[config.mk]
export PLATFORM = sky130hd
export DESIGN_NAME = mem_arb
export DESIGN_NICKNAME = d
export VERILOG_FILES = /design/src/rtl/mem_arb.sv
export SDC_FILE = /design/constraint.sdc
export NUM_CORES = 1
export LEC_CHECK = 0
export ABC_AREA = 1
export BUFFER_PORTS_ARGS = -buffer_cell sky130_fd_sc_hd__buf_2
export CAP_MARGIN = 30
export CORE_AREA = 5 5 114 116
export CTS_CLUSTER_SIZE = 16
export DETAILED_ROUTE_END_ITERATION = 8
export DIE_AREA = 0 0 119 121
export GPL_ROUTABILITY_DRIVEN = 0
export PLACE_DENSITY = 0.65
export SLEW_MARGIN = 20
export SYNTH_ARGS = -nofsm -noshare
export SYNTH_HDL_FRONTEND = slang
export SYNTH_SLANG_ARGS = --single-unit
[constraint.sdc]
create_clock -name clk -period 1.7 [get_ports clk]
set_input_delay 0.255 -clock clk [delete_from_list [all_inputs] [get_ports clk]]
set_output_delay 0.255 -clock clk [all_outputs]
set_load 0.1 [all_outputs]
[src/rtl/mem_arb.sv]
`default_nettype none
// +--------------------------------------------------------------------------+
// | mem_arb : round-robin arbiter sharing one memory port among NREQ         |
// |           requesters; optional grant lock enabled by MEM_ARB_LOCK_EN.    |
// | Revision: 1.0                                                            |
// +--------------------------------------------------------------------------+
module mem_arb #(
  parameter int NREQ = 2,
  parameter int AW   = 32,
  parameter int DW   = 32
) (
  input  logic                 clk,
  input  logic                 rst,
  input  logic [NREQ-1:0]      req,
  input  logic [NREQ-1:0]      we,
  input  logic [NREQ*AW-1:0]   addr,
  input  logic [NREQ*DW-1:0]   wdata,
  input  logic [NREQ-1:0]      lock,
  output logic [NREQ-1:0]      gnt,
  output logic [NREQ-1:0]      rvalid,
  output logic [DW-1:0]        rdata,
  output logic                 mem_rd_en,
  output logic [AW-1:0]        mem_rd_addr,
  input  logic [DW-1:0]        mem_rd_data,
  output logic                 mem_wr_en,
  output logic [AW-1:0]        mem_wr_addr,
  output logic [DW-1:0]        mem_wr_data
);

  localparam int            PW     = (NREQ > 1) ? $clog2(NREQ) : 1;
  localparam logic [PW-1:0] C_LAST = PW'(NREQ - 1);
  localparam logic [PW-1:0] C_ONE  = PW'(1);

  logic [PW-1:0] ptr_q, ptr_d;
  logic          quiet_q, quiet_d;
  logic          rd_tag_vld_q, rd_tag_vld_d;
  logic [PW-1:0] rd_tag_q, rd_tag_d;

  logic          quiet;
  logic [NREQ-1:0] req_eff;
  logic          gnt_any;
  logic [PW-1:0] gnt_idx;

  // Outputs stay silent during reset and for one cycle after it.
  assign quiet = rst | quiet_q;

`ifdef MEM_ARB_LOCK_EN
  logic          own_vld_q, own_vld_d;
  logic [PW-1:0] own_q, own_d;

  always_comb begin
    req_eff = req;
    if (own_vld_q) begin
      req_eff = req & (NREQ'(1) << own_q);
    end
  end

  always_comb begin
    own_vld_d = own_vld_q;
    own_d     = own_q;
    if (own_vld_q && !req[own_q]) begin
      own_vld_d = 1'b0;
    end else if (gnt_any) begin
      own_vld_d = lock[gnt_idx];
      own_d     = gnt_idx;
    end
  end

  always_ff @(posedge clk) begin
    if (rst) begin
      own_vld_q <= 1'b0;
      own_q     <= '0;
    end else begin
      own_vld_q <= own_vld_d;
      own_q     <= own_d;
    end
  end
`else
  logic [NREQ-1:0] unused_lock;
  assign unused_lock = lock;
  assign req_eff     = req;
`endif

  // First requester found walking upward from ptr, with wrap-around.
  always_comb begin : p_grant
    int            s;
    logic [PW-1:0] idx;
    s       = 0;
    idx     = '0;
    gnt_any = 1'b0;
    gnt_idx = '0;
    for (int k = 0; k < NREQ; k++) begin
      s = int'(ptr_q) + k;
      if (s >= NREQ) begin
        s = s - NREQ;
      end
      idx = PW'(s);
      if (!quiet && !gnt_any && req_eff[idx]) begin
        gnt_any = 1'b1;
        gnt_idx = idx;
      end
    end
  end

  assign gnt = gnt_any ? (NREQ'(1) << gnt_idx) : '0;

  always_comb begin
    mem_rd_en   = 1'b0;
    mem_rd_addr = '0;
    mem_wr_en   = 1'b0;
    mem_wr_addr = '0;
    mem_wr_data = '0;
    for (int i = 0; i < NREQ; i++) begin
      if (gnt[i]) begin
        if (we[i]) begin
          mem_wr_en   = 1'b1;
          mem_wr_addr = addr[i*AW +: AW];
          mem_wr_data = wdata[i*DW +: DW];
        end else begin
          mem_rd_en   = 1'b1;
          mem_rd_addr = addr[i*AW +: AW];
        end
      end
    end
  end

  always_comb begin
    rvalid = '0;
    rdata  = '0;
    if (!quiet && rd_tag_vld_q) begin
      rvalid = NREQ'(1) << rd_tag_q;
      rdata  = mem_rd_data;
    end
  end

  always_comb begin
    quiet_d      = rst;
    ptr_d        = ptr_q;
    rd_tag_vld_d = gnt_any & ~we[gnt_idx];
    rd_tag_d     = gnt_idx;
    if (gnt_any) begin
      ptr_d = (gnt_idx == C_LAST) ? '0 : gnt_idx + C_ONE;
    end
  end

  always_ff @(posedge clk) begin
    quiet_q <= quiet_d;
    if (rst) begin
      ptr_q        <= '0;
      rd_tag_vld_q <= 1'b0;
      rd_tag_q     <= '0;
    end else begin
      ptr_q        <= ptr_d;
      rd_tag_vld_q <= rd_tag_vld_d;
      rd_tag_q     <= rd_tag_d;
    end
  end

endmodule
`default_nettype wire
Word-level counts from Yosys, hierarchy flattened
Cells that the tools add are included.
- flip-flop bits (word level): 4
- bits of input ports: 168
- logic and storage cells: 60
- add/subtract/negate cells: 4
- order comparisons: 5
- shift operators: 2
- mux-type cells: 36
- bitwise operators: 3
- reduce and logical (&&, ||, !) cells: 6
- operator list (kind ; number):
    2-to-1 mux 32 bit ; 13
    2-to-1 mux 1 bit ; 21
    less-than comparator 1 x 2 -> 1 bit, second input constant ; 3
    logical AND 1 bit ; 4
    2-to-1 mux 2 bit ; 2
    left shift 1 x 1 -> 2 bit, first input constant ; 2
    adder 1 x 1 -> 2 bit, second input constant ; 1
    >= comparator 1 x 2 -> 1 bit, second input constant ; 1
    >= comparator 2 bit, second input constant ; 1
    zero test 1 bit ; 2
    subtractor 1 bit, second input constant ; 2
    adder 1 bit, second input constant ; 1
    AND 1 bit ; 1
    inverter 1 bit ; 1
    OR 1 bit ; 1

Depth between registers and ports, before layout
Gate-level depths: netlist (run 1).
- word-level depth: 15
- gate-level depth with buffers: 8
- gate-level depth less buffers: 6

Worst setup path before layout (run 1)
OpenSTA, ideal clock, no wires.
- path kind: register -> output
- start: register ptr_q
- end: output mem_rd_en
- arrival: 2.912 ns
- data required time: 1.445 ns
- slack: -1.467 ns
- stages on the path, launching flop included: 7
- cells stage by stage: dfxtp_1 inv_1 nand2_1 nand2_2 buf_2 nand2_1 o21ai_0
- cells in the longest elaborated chain, start to end: 15
- RTL lines (what ; RTL line ; text):
    start: declaration ; 34 ; logic [PW-1:0] ptr_q, ptr_d;
    start signal: assignment ; 153 ; ptr_q <= ptr_d;
    >= comparator 1 x 2 -> 1 bit / subtractor 1 bit (equally long branches) ; 94, 95 ;
    2-to-1 mux 1 bit ; 94 ; if (s >= NREQ) begin
    2-to-1 mux 1 bit (implied by the code) (2 in series) ; 98 ; if (!quiet && !gnt_any && req_eff[idx]) begin
    logical AND 1 bit ; 98 ;
    2-to-1 mux 1 bit ; 98 ;
    zero test 1 bit ; 98 ;
    logical AND 1 bit (2 in series) ; 98 ;
    2-to-1 mux 1 bit ; 98 ;
    left shift 1 x 1 -> 2 bit ; 105 ; assign gnt = gnt_any ? (NREQ'(1) << gnt_idx) : '0;
    2-to-1 mux 2 bit * ; 105 ;
    2-to-1 mux 1 bit ; 114 ; if (gnt[i]) begin
    2-to-1 mux 1 bit ; 115 ; if (we[i]) begin
    2-to-1 mux 1 bit * ; 114 ;
    end: declaration ; 22 ; output logic mem_rd_en,
Every way passes the cells marked *; elsewhere a longest branch is shown, timed or not. The select of a mux whose other input is x is not followed.

Worst setup path after layout (run 1)
- start: register ptr_q
- end: output mem_rd_addr[13]
- cells in the longest elaborated chain, start to end: 15
- RTL lines (what ; RTL line ; text):
    >= comparator 1 x 2 -> 1 bit / subtractor 1 bit (equally long branches) ; 94, 95 ;
    2-to-1 mux 1 bit ; 94 ;
    2-to-1 mux 1 bit (implied by the code) (2 in series) ; 98 ;
    logical AND 1 bit ; 98 ;
    2-to-1 mux 1 bit ; 98 ;
    zero test 1 bit ; 98 ;
    logical AND 1 bit (2 in series) ; 98 ;
    2-to-1 mux 1 bit ; 98 ;
    left shift 1 x 1 -> 2 bit ; 105 ;
    2-to-1 mux 2 bit * ; 105 ;
    2-to-1 mux 32 bit ; 114 ;
    2-to-1 mux 32 bit ; 115 ;
    2-to-1 mux 32 bit * ; 114 ;
    end: declaration ; 23 ; output logic [AW-1:0] mem_rd_addr,
Marked as above.

==> metrics.md, run 1 <==
| Metric | Value |
|---|---|
| Critical Path Fanout Max | 10 |
| Die Ht | 121 µm |
| Post-Syn Nets | 738 |
| Starting Density | 22.7% |
| Initial DRC count | 232 |
| Mapped Cells | 570 |
| Post-synthesis sequential area ratio | 2.99% |
| Largest net degree at the start of global routing | 60 |
| First-pass DRT Iterations | 5 |
| IO buf count | 299 |
| GRT met1 Usage | 23.3% |
| Clk Latency, worst-skew pair | 0.23 ns |
| Layout cell share with drive strength beyond 1 | 62.3% |
| Core Box Area | 11,800 µm² |
| Ys flop type | dfxtp_1 |
| Worst-margin pin slew | 0.361 ns |
| Asr flop ratio synth | 0% |
| Antenna violations before repair | 0 |
| Crit path DAT | 1.60 ns |
| Hold Path Class | input port to flip-flop |
| Kind of critical path | flip-flop to primary output |
| Yosys warns | 0 |
| GRT met3 Usage | 5.45% |
| Failing checks | setup timing |
| Leakage Power | 3.80 nW |
| Dominant cells by area after synthesis | nand3_1 24%, nand2_1 24%, nand3b_1 18% |
| Setup tns final | -11.91 ns |
| # rows | 40 |
| Most Crowded Layer GR | met2 |
| Synth Register Bits | 4 |
| Routed Antenna Nets | 0 |
| Post-DR wirelength/cell | 18.3 µm |
| RSZ-0062 raised after global routing | yes |
| CP endpoint kind | primary output |
| # setup viols final | 99 |
| Final max-slew violation count | 0 |
| Most frequent cells after synthesis | 171 x nand2_1, 129 x nand3_1, 72 x inv_1 |
| Die Span X | 119 µm |
| Via density | 4.92 |
| Run status | complete, but fails checks |
| CTS Root Cell | clkbuf_16 |
| Fin area | 8020 µm² |
| Placed cell area | 6860 µm² |
| DIE AREA | 14,400 µm² |
| First-pass GRT wire length | 25,100 µm |
| Total Wirelength | 18,600 µm |
| Crit path launch type | flip-flop |
| CTS sink count | 4 |
| Cts bufs inserted | 3 |
| CTS tree | done |
| Hold Vio Cnt, Final | 0 |
| Vias in the first global route | 4,827 |
| DR vias | 5,010 |
| Hpwl dp | 11,800 µm |
| Diode count | 0 |
| Most frequent cell after synthesis | nand2_1 |
| Net count, final | 1,041 |
| Global Route Usage Sum | 21.2% |
| Fmax | 539 MHz |
| Number of max-cap violations | 0 |
| Ports | 302 |
| Slack of the critical path | -0.157 ns |
| H-tree lvl count | 1 |
| Synth area leader | nand3_1 |
| Grt ovf | 0 |
| Worst path required time | 1.44 ns |
| Final worst-path cycle share | 109% |
| Peak VDD IR | 223 µV |
| Post-synthesis instance area | 2680 µm² |
| Clock buffer depth | 2 |
| Cts-stage hold buffer count | 0 |
| Netlist cell types | 17 |
| Met2 GRT Util | 40.4% |
| Slew HR | 75.9% |
| Top-area cell type share of the netlist area | 24.1% |
| Post-synth EDFFs | 0 |
| Residual DRC | 0 |
| Mapped Avg Cell Area | 4.71 µm² |
| Final Skew | 0.000796 ns |
| PwrDens | 302 nW/µm² |
| Layout area overhead | 199% |
| Fin crit period | 1.86 ns |
| Clock transition at the registers of the reported paths | 0.03 ns |
[flip-flops by register name, summed over array words and instances, names as in the netlist]
register / cells
rd_tag_q: 1
quiet_q: 1
rd_tag_vld_q: 1
ptr_q: 1
[layout make-up]
class,count,area [µm²]
Clock buffer,3,75.1
Sequential cell,4,82.6
Timing Repair Buffer,352,4500
Inverter,73,274
Tap cell,147,184
Fill cell,868,3790
Multi-Input combinational cell,439,2900
[metal layers]
metal	vias up	part of all wire [%]
li1	2395	-
met3	43	8.8
met5	-	0
met2	266	52
met4	0	3.1
met1	2306	36
[placed cells by master, fill, tap and decap left out, types with 2 or more instances in the layout]
master	netlist	layout
nand2_2	1	89
inv_1	72	69
clkbuf_16	0	14
nand2_4	0	14
nand3b_1	64	64
nor2_2	1	4
dfxtp_2	0	2
inv_2	1	4
nand2_1	171	68
buf_6	2	6
buf_8	0	3
nor2_4	2	29
nand3_4	0	7
dfxtp_1	4	2
nand3_2	0	37
nor2_1	68	38
buf_16	0	8
buf_12	0	150
nand3_1	129	85
buf_4	4	9
buf_2	18	165
[kinds of logic (layout without fill, tap and decap cells)]
family / count (synthesis) / count (layout) / synth area share, %
DFF: 4 / 4 / 2.99
AOI/OAI and AO/OA: 3 / 3 / 0.560
buffers and inverters: 127 / 428 / 19.7
and+or+nand+nor: 436 / 436 / 76.7
[report_power, final]
group	switching, mW	internal (mW)
clock	0.0735	0.301
combinational	1.20	0.744
sequential	0.00494	0.0997
[timing repair]
| item | in CTS | in global routing |
|---|---|---|
| buffers inserted | 8 | 5 |
| gates cloned | 8 | 15 |
| endpoints found under the setup margin | 127 | 112 |
| gates resized for setup | 34 | 66 |
| pin swaps | 14 | 43 |
[critical path, stage by stage (launching register included)]
cell,delay [ns]
dfxtp_2,0.32
inv_2,0.04
nand2_4,0.07
inv_2,0.05
nor2_4,0.14
buf_12,0.18
clkbuf_16,0.19
nand3_1,0.09
nand2_2,0.10
buf_12,0.17
[stage by stage]
step	utilization, %	total power, mW	hold slack, ns	setup WS [ns]	cells
3_3_place_gp	58.1	1.80	0.452	-0.0159	981
2_1_floorplan	-	1.09	0.283	-0.385	570
3_5_place_dp	58.1	1.81	0.458	-0.0481	981
4_1_cts	62.6	2.29	0.292	-0.175	1000
6_report	67.9	2.42	0.290	-0.157	1018
5_1_grt	67.9	2.52	0.306	-0.258	1018
[worst paths after layout]
kind | end | slack [ns] | cells after the start | start
setup reg to reg | ptr_q | 0.54 | 7 | quiet_q
hold / removal | quiet_q | 0.29 | 2 | rst
setup / recovery | mem_rd_addr[13] | -0.16 | 9 | ptr_q
hold reg to reg | rd_tag_q | 0.56 | 3 | quiet_q
Note: power is estimated with default switching activity, not from simulation.
==> inputs of run 2 (changes only) <==
- CORE_AREA: 5 5 114 116 -> 2 2 118 120
- DIE_AREA: 0 0 119 121 -> 0 0 120 122
- PLACE_DENSITY: 0.65 -> 0.59
==> run 2 against run 1 <==
The run still ends with setup timing left. Total power is 4.6% lower. Count of clock-buffer cells in the layout stayed put. Sequential share of layout area hardly changed. Worst setup slack worse by 0.014 ns. Final cell count is 2.9% higher. Clock power is 3% lower. Via count is 3.3% lower. Register-to-register slack worse by 0.03 ns. Flip-flop and latch count stayed put. Critical path depth is 1 lower. Hold slack worse by 0.078 ns. Global-route usage is 1.4 points lower. Highest routed layer unchanged.
==> metrics.md, run 2 (same netlist as run 1, synthesis figures left out) <==
| Metric | Value |
|---|---|
| Run status | complete, but fails checks |
| Failing checks | setup timing |
| Commonest cells after routing, fill and taps aside | 165 x buf_2, 150 x buf_12, 101 x nand3_1 |
| Routed Antenna Nets | 0 (unchanged) |
| Hold Path Class | input port to flip-flop |
| Worst path required time | 1.44 ns (about the same) |
| Clock buffer depth | 2 (unchanged) |
| Net count, final | 1,037 (-0.38%) |
| Gate power share | 79.7% (-0.5 points) |
| IO buf count | 299 (unchanged) |
| CTS tree | done |
| Residual DRC | 0 (unchanged) |
| CTS sink count | 4 (unchanged) |
| First-pass GRT wire length | 23,700 µm (-5.7%) |
| Met2 GRT Util | 36.4% (-4.0 points) |
| Die Ht | 122 µm (+0.83%) |
| GRT met1 Usage | 21.6% (-1.7 points) |
| Fin crit period | 1.87 ns (+0.0135 ns) |
| Final worst-path cycle share | 110% (+0.80 points) |
| Global Route Usage Sum | 19.8% (-1.4 points) |
| Worst stage delay on the critical path | 0.32 ns (about the same) |
| Fmax | 535 MHz (-0.72%) |
| Worst reg2reg path depth | 7 (unchanged) |
| Final Skew | 0.0000482 ns (-0.000748 ns) |
| DR vias | 4,844 (-3.3%) |
| Total Power | 2.31 mW (-4.6%) |
| Number of max-cap violations | 0 (unchanged) |
| Reg-to-reg endpoint | ptr_q |
| Leakage Power | 3.72 nW (-2.3%) |
| First-pass DRT Iterations | 4 (-1) |
| Grt ovf | 0 (unchanged) |
| RSZ-0062 raised after global routing | yes |
| Most Crowded Layer GR | met2 |
| Vias in the first global route | 4,654 (-3.6%) |
| Clk Latency, worst-skew pair | 0.22 ns (about the same) |
| Ports | 302 (unchanged) |
| Largest net degree at the start of global routing | 51 (-15%) |
| CP Cell Sequence | inv_1 > nand2_2 > nor2_4 > buf_12 > buf_4 > nand3b_1 > nand2_2 > buf_12 |
| CTS Root Cell | clkbuf_16 |
| Fillers | 1,231 (+42%) |
| Area occupied by multi-input gates | 2730 µm² (-6.1%) |
| Cts-stage hold buffer count | 0 (unchanged) |
| Worst hold path stage count | 1 (-1) |
| Die Span X | 120 µm (+0.84%) |
| Initial DRC count | 191 (-18%) |
| Final max-slew violation count | 0 (unchanged) |
| Critical Path Fanout Max | 11 (+1) |
| Via density | 4.62 (-6.1%) |
| CP max-delay cell | dfxtp_2 |
| Layout cell share with drive strength beyond 1 | 60.1% (-2.2 points) |
| Hpwl dp | 11,200 µm (-4.7%) |
| Peak VDD IR | 237 µV (+5.9%) |
| Total internal power | 1.11 mW (-3.3%) |
| Slew HR | 80.7% (+4.8 points) |
| Cts bufs inserted | 3 (unchanged) |
| Switching Share | 52.1% (-0.60 points) |
| Total Wirelength | 15,800 µm (-15%) |
| Layout area overhead | 188% |
| Most common cell after layout, fill and taps aside | buf_2 |
| Worst R2R Start | quiet_q |
| Setup tns final | -10.77 ns (+1.13 ns) |
| Sequential power share | 4.6% (+0.3 points) |
| Register-to-register setup slack | 0.51 ns (-0.03 ns) |
| Core Box Area | 13,500 µm² (+14%) |
| Critical Path Source | quiet_q |
| H-tree lvl count | 1 (unchanged) |
| Crit path launch type | flip-flop |
| Min-delay src | rst |
| Slack of the critical path | -0.170 ns (-0.0135 ns) |
| Worst-margin pin slew | 0.289 ns (-0.0728 ns) |
| Clock transition at the registers of the reported paths | 0.03 ns (about the same) |
| Hold Vio Cnt, Final | 0 (unchanged) |
| Psw | 1.20 mW (-5.7%) |
| GRT met3 Usage | 6.18% (+0.73 points) |
| Antenna violations before repair | 1 (+1) |
| # rows | 43 (+7.5%) |
| PwrDens | 300 nW/µm² (-0.75%) |
| Kind of critical path | flip-flop to primary output |
| Register Area | 82.6 µm² (unchanged) |
| DIE AREA | 14,600 µm² (+1.7%) |
| Starting Density | 19.9% (-2.8 points) |
| Worst Hold Path EP | quiet_q |
| CP endpoint kind | primary output |
| Crit path DAT | 1.62 ns (+0.02 ns) |
| # setup viols final | 99 (unchanged) |
| Post-DR wirelength/cell | 15.1 µm (-17%) |
| Clock share of power | 15.8% (+0.3 points) |
run 2: cell type report:
| class | count | share of cell area [%] |
|---|---|---|
| Multi-Input combinational cell | 440 | 35.3 |
| Sequential cell | 4 | 1.07 |
| Antenna cell | 1 | 0.0324 |
| Inverter | 73 | 3.55 |
| Timing Repair Buffer | 347 | 56.1 |
| Tap cell | 180 | 2.92 |
| Clock buffer | 3 | 0.973 |
run 2: worst max-delay path by stage:
stage / to / slack [ns] / depth (start not counted)
finish: mem_wr_data[2] / -0.17 / 8
floorplan: rdata[0] / -0.38 / 3
global placement: mem_wr_data[2] / -0.01 / 8
detailed placement: mem_rd_en / -0.03 / 8
global route: mem_wr_addr[7] / -0.23 / 9
CTS: mem_wr_addr[3] / -0.20 / 9
run 2: timing repair:
action / CTS / global route
cloned: 7 / 6
setup endpoints to repair: 125 / 125
hold endpoints to repair: 0 / 0
pin swaps: 10 / 22
gates resized for setup: 33 / 25
buffers inserted: 11 / 3
run 2: stage by stage:
stage	util (%)	hold slack [ns]	instance area, µm²	setup WS, ns	cells
2_1_floorplan	-	0.283	3130	-0.385	570
3_3_place_gp	51.4	0.413	6940	-0.0128	1020
3_5_place_dp	51.4	0.421	6940	-0.0347	1020
4_1_cts	55.1	0.190	7450	-0.196	1040
5_1_grt	57.1	0.212	7710	-0.225	1048
6_report	57.1	0.212	7710	-0.170	1048
run 2: routing by layer:
| metal | up-vias | part of all wire, % |
|---|---|---|
| met2 | 203 | 52 |
| met5 | - | 0 |
| met1 | 2225 | 36 |
| li1 | 2394 | - |
| met4 | 0 | 2.0 |
| met3 | 22 | 9.4 |
run 2: power groups by stage:
stage | logic [mW] | registers, mW | clock network [mW]
after floorplan | 0.989 | 0.102 | 0
final | 1.84 | 0.105 | 0.364
after global routing | 1.93 | 0.106 | 0.379
after global placement | 1.70 | 0.103 | 0
after detailed placement | 1.71 | 0.103 | 0
after CTS | 1.79 | 0.105 | 0.371
run 2: critical path: cells and delay by family, from the launching register on:
kind / cells / cell delay (ns)
buf+inv: 4 / 0.59
simple gates: 4 / 0.47
flops: 1 / 0.32
==> inputs of run 3 (changes only) <==
- ABC_AREA: 1 -> 0
- CORE_AREA: 2 2 118 120 -> 2 2 117 119
- DIE_AREA: 0 0 120 122 -> 0 0 119 121
- PLACE_DENSITY: 0.59 -> 0.51
==> run 3 against run 2 <==
Global-route usage down 3.2 points. The run still ends with setup timing left. Critical path type unchanged. Non-clock buffer count up 10. Total power down 12%. Die area down 1.6%. Critical path depth unchanged. Design area down 10%. Sequential power about the same. Clock skew up 0.0019 ns. Sequential share of layout area up 0.15 points.
==> metrics.md, run 3 <==
| Metric | Value |
|---|---|
| Number of max-cap violations | 0 (unchanged) |
| Grt ovf | 0 (unchanged) |
| Routed Antenna Nets | 0 (unchanged) |
| CTS sink count | 4 (unchanged) |
| Register-to-register setup slack | 0.32 ns (-0.19 ns) |
| Worst path required time | 1.44 ns (about the same) |
| Hpwl dp | 10,000 µm (-11%) |
| Die Ht | 121 µm (-0.82%) |
| Dominant cells by area after synthesis | a32o_1 41%, a22o_1 18%, and2_1 13% |
| Kind of critical path | flip-flop to primary output |
| Yosys warns | 0 (unchanged) |
| Final Skew | 0.00193 ns (+0.00189 ns) |
| # setup viols final | 132 (+33%) |
| First-pass GRT wire length | 19,000 µm (-20%) |
| Crit path DAT | 1.75 ns (+0.13 ns) |
| Post-synth EDFFs | 0 (unchanged) |
| Critical Path Fanout Max | 6 (-5) |
| Slew HR | 83.3% (+2.5 points) |
| Post-Synth XOR/XNOR Area | 0% (unchanged) |
| Fmax | 498 MHz (-6.8%) |
| Fin crit period | 2.01 ns (+0.136 ns) |
| Post-synthesis adder-cell area fraction | 0% (unchanged) |
| Hold_ws | 0.269 ns (+0.0566 ns) |
| Post-DR wirelength/cell | 19.2 µm (+27%) |
| Post-Syn Nets | 352 (-52%) |
| Mux contribution to synthesized area | 0.644% (+0.64 points) |
| Run status | complete, but fails checks |
| Clock buffer depth | 2 (unchanged) |
| Most frequent cell after synthesis | a32o_1 |
| Post-Synth Simple-Gate Area | 21.6% (-55 points) |
| Largest net degree at the start of global routing | 35 (-31%) |
| Slack of the critical path | -0.307 ns (-0.136 ns) |
| Total Wirelength | 13,300 µm (-16%) |
| Mapped Cells | 184 (-68%) |
| RSZ-0062 raised after global routing | yes |
| Final max-slew violation count | 0 (unchanged) |
| Setup tns final | -33.50 ns (-22.72 ns) |
| Via density | 4.53 (-2.0%) |
| Hold Vio Cnt, Final | 0 (unchanged) |
| Die Span X | 119 µm (-0.83%) |
| Post-synthesis sequential area ratio | 5.15% (+2.2 points) |
| Commonest cells after routing, fill and taps aside | 165 x buf_2, 150 x buf_12, 61 x a32o_4 |
| Clk Latency, worst-skew pair | 0.22 ns (about the same) |
| Clock transition at the registers of the reported paths | 0.03 ns (about the same) |
| Final Core Density | 53.1% (-4.1 points) |
| Layout cell share with drive strength beyond 1 | 98.4% (+38 points) |
| Post-synthesis instance area | 1560 µm² (-42%) |
| Post-synthesis compound-gate area fraction | 60.7% (+60 points) |
| CTS tree | done |
| Core Box Area | 13,100 µm² (-3.1%) |
| Net count, final | 684 (-34%) |
| CTS Root Cell | clkbuf_16 |
| Global Route Usage Sum | 16.6% (-3.2 points) |
| Most common cell after layout, fill and taps aside | buf_2 |
| IO buf count | 299 (unchanged) |
| CP endpoint kind | primary output |
| Asr flop ratio synth | 0% (unchanged) |
| Diode count | 0 (-1) |
| Top-area cell type share of the netlist area | 41.2% (+17 points) |
| Initial DRC count | 81 (-58%) |
| Netlist cell types | 23 (+6) |
| Hold Path Class | input port to flip-flop |
| Critical Path Source | ptr_q |
| Peak VDD IR | 330 µV (+40%) |
| Largest family of logic cells by synthesized area | compound AO/OA/AOI/OAI gates |
| H-tree lvl count | 1 (unchanged) |
| Synth area leader | a32o_1 |
| Ys flop type | dfxtp_1 |
| Mapped Avg Cell Area | 8.45 µm² (+80%) |
| First-pass DRT Iterations | 4 (unchanged) |
| Crit path launch type | flip-flop |
| Worst-margin pin slew | 0.250 ns (-0.0389 ns) |
| Leakage Power | 2.97 nW (-20%) |
| Cts bufs inserted | 3 (unchanged) |
| Worst R2R Start | ptr_q |
| Ports | 302 (unchanged) |
| Min-delay src | rst |
| Vias in the first global route | 3,376 (-27%) |
| Residual DRC | 0 (unchanged) |
| DIE AREA | 14,400 µm² (-1.6%) |
| DR vias | 3,125 (-35%) |
| PwrDens | 294 nW/µm² (-1.9%) |
| Most frequent cells after synthesis | 64 x a32o_1, 33 x and2_1, 32 x a22o_1 |
| Failing checks | setup timing |
| Antenna violations before repair | 0 (-1) |
| Layout area overhead | 346% |
| Final worst-path cycle share | 118% (+8.0 points) |
| Starting Density | 11.9% (-8.0 points) |
| # rows | 42 (-2.3%) |
| Synth Register Bits | 4 (unchanged) |
[run 3: where the power goes]
group          internal (mW)  switching [mW]  total (mW)
Clock                  0.300          0.0632       0.363
Sequential            0.0990         0.00379       0.103
Combinational          0.651           0.923        1.57
Total                   1.05           0.990        2.04
[run 3: worst paths after layout]
check | depth (start not counted) | end
worst max-delay path | 8 | mem_rd_addr[31]
worst min-delay path | 1 | quiet_q
worst max register to register | 7 | rd_tag_vld_q
worst min register to register | 3 | ptr_q
[run 3: what timing repair did]
item,in CTS,in global routing
pin swaps,18,12
resized for setup,41,19
hold buffers,0,0
cloned,5,7
buffers inserted,11,8
endpoints found under the hold margin,0,0
setup endpoints to repair,132,132
[run 3: cell families after synthesis]
group / after synthesis
buffers and inverters: 31
AO/OA/AOI/OAI: 99
flip-flops: 4
AND/OR/NAND/NOR: 49
multiplexers: 1
[run 3: layout make-up]
cell class                      instances  area, µm²
Timing Repair Buffer                  357       4340
Multi-Input combinational cell        149       2210
Fill cell                            1122       6140
Clock buffer                            3       75.1
Tap cell                              176        220
Sequential cell                         4       85.1
Inverter                                1       3.75
[run 3: critical path, stage by stage, from the launching register on]
cell       delay [ns]
dfxtp_2          0.35
nor2b_4          0.06
buf_6            0.12
nor4_4           0.21
buf_6            0.19
buf_6            0.11
clkbuf_16        0.14
a32o_2           0.16
buf_12           0.18
[run 3: per-stage QoR]
| stage | instances | setup WS (ns) | area (µm²) | power [mW] |
|---|---|---|---|---|
| after global routing | 690 | -0.387 | 6940 | 2.11 |
| final | 690 | -0.307 | 6940 | 2.04 |
| after floorplan | 184 | -0.237 | 2410 | 0.925 |
| after global placement | 658 | -0.131 | 6320 | 1.60 |
| after detailed placement | 658 | -0.142 | 6320 | 1.61 |
| after CTS | 677 | -0.328 | 6730 | 2.03 |
[run 3: metal layers]
metal | wire [µm] | share of wire [%] | global-route usage (%) | vias to the layer above
met3 | 1090 | 8.2 | 5.26 | 6
li1 | - | - | - | 1467
met2 | 7400 | 56 | 32.1 | 170
met5 | 0 | 0 | 0 | -
met4 | 64 | 0.48 | 2.01 | 0
met1 | 4720 | 36 | 18.0 | 1482
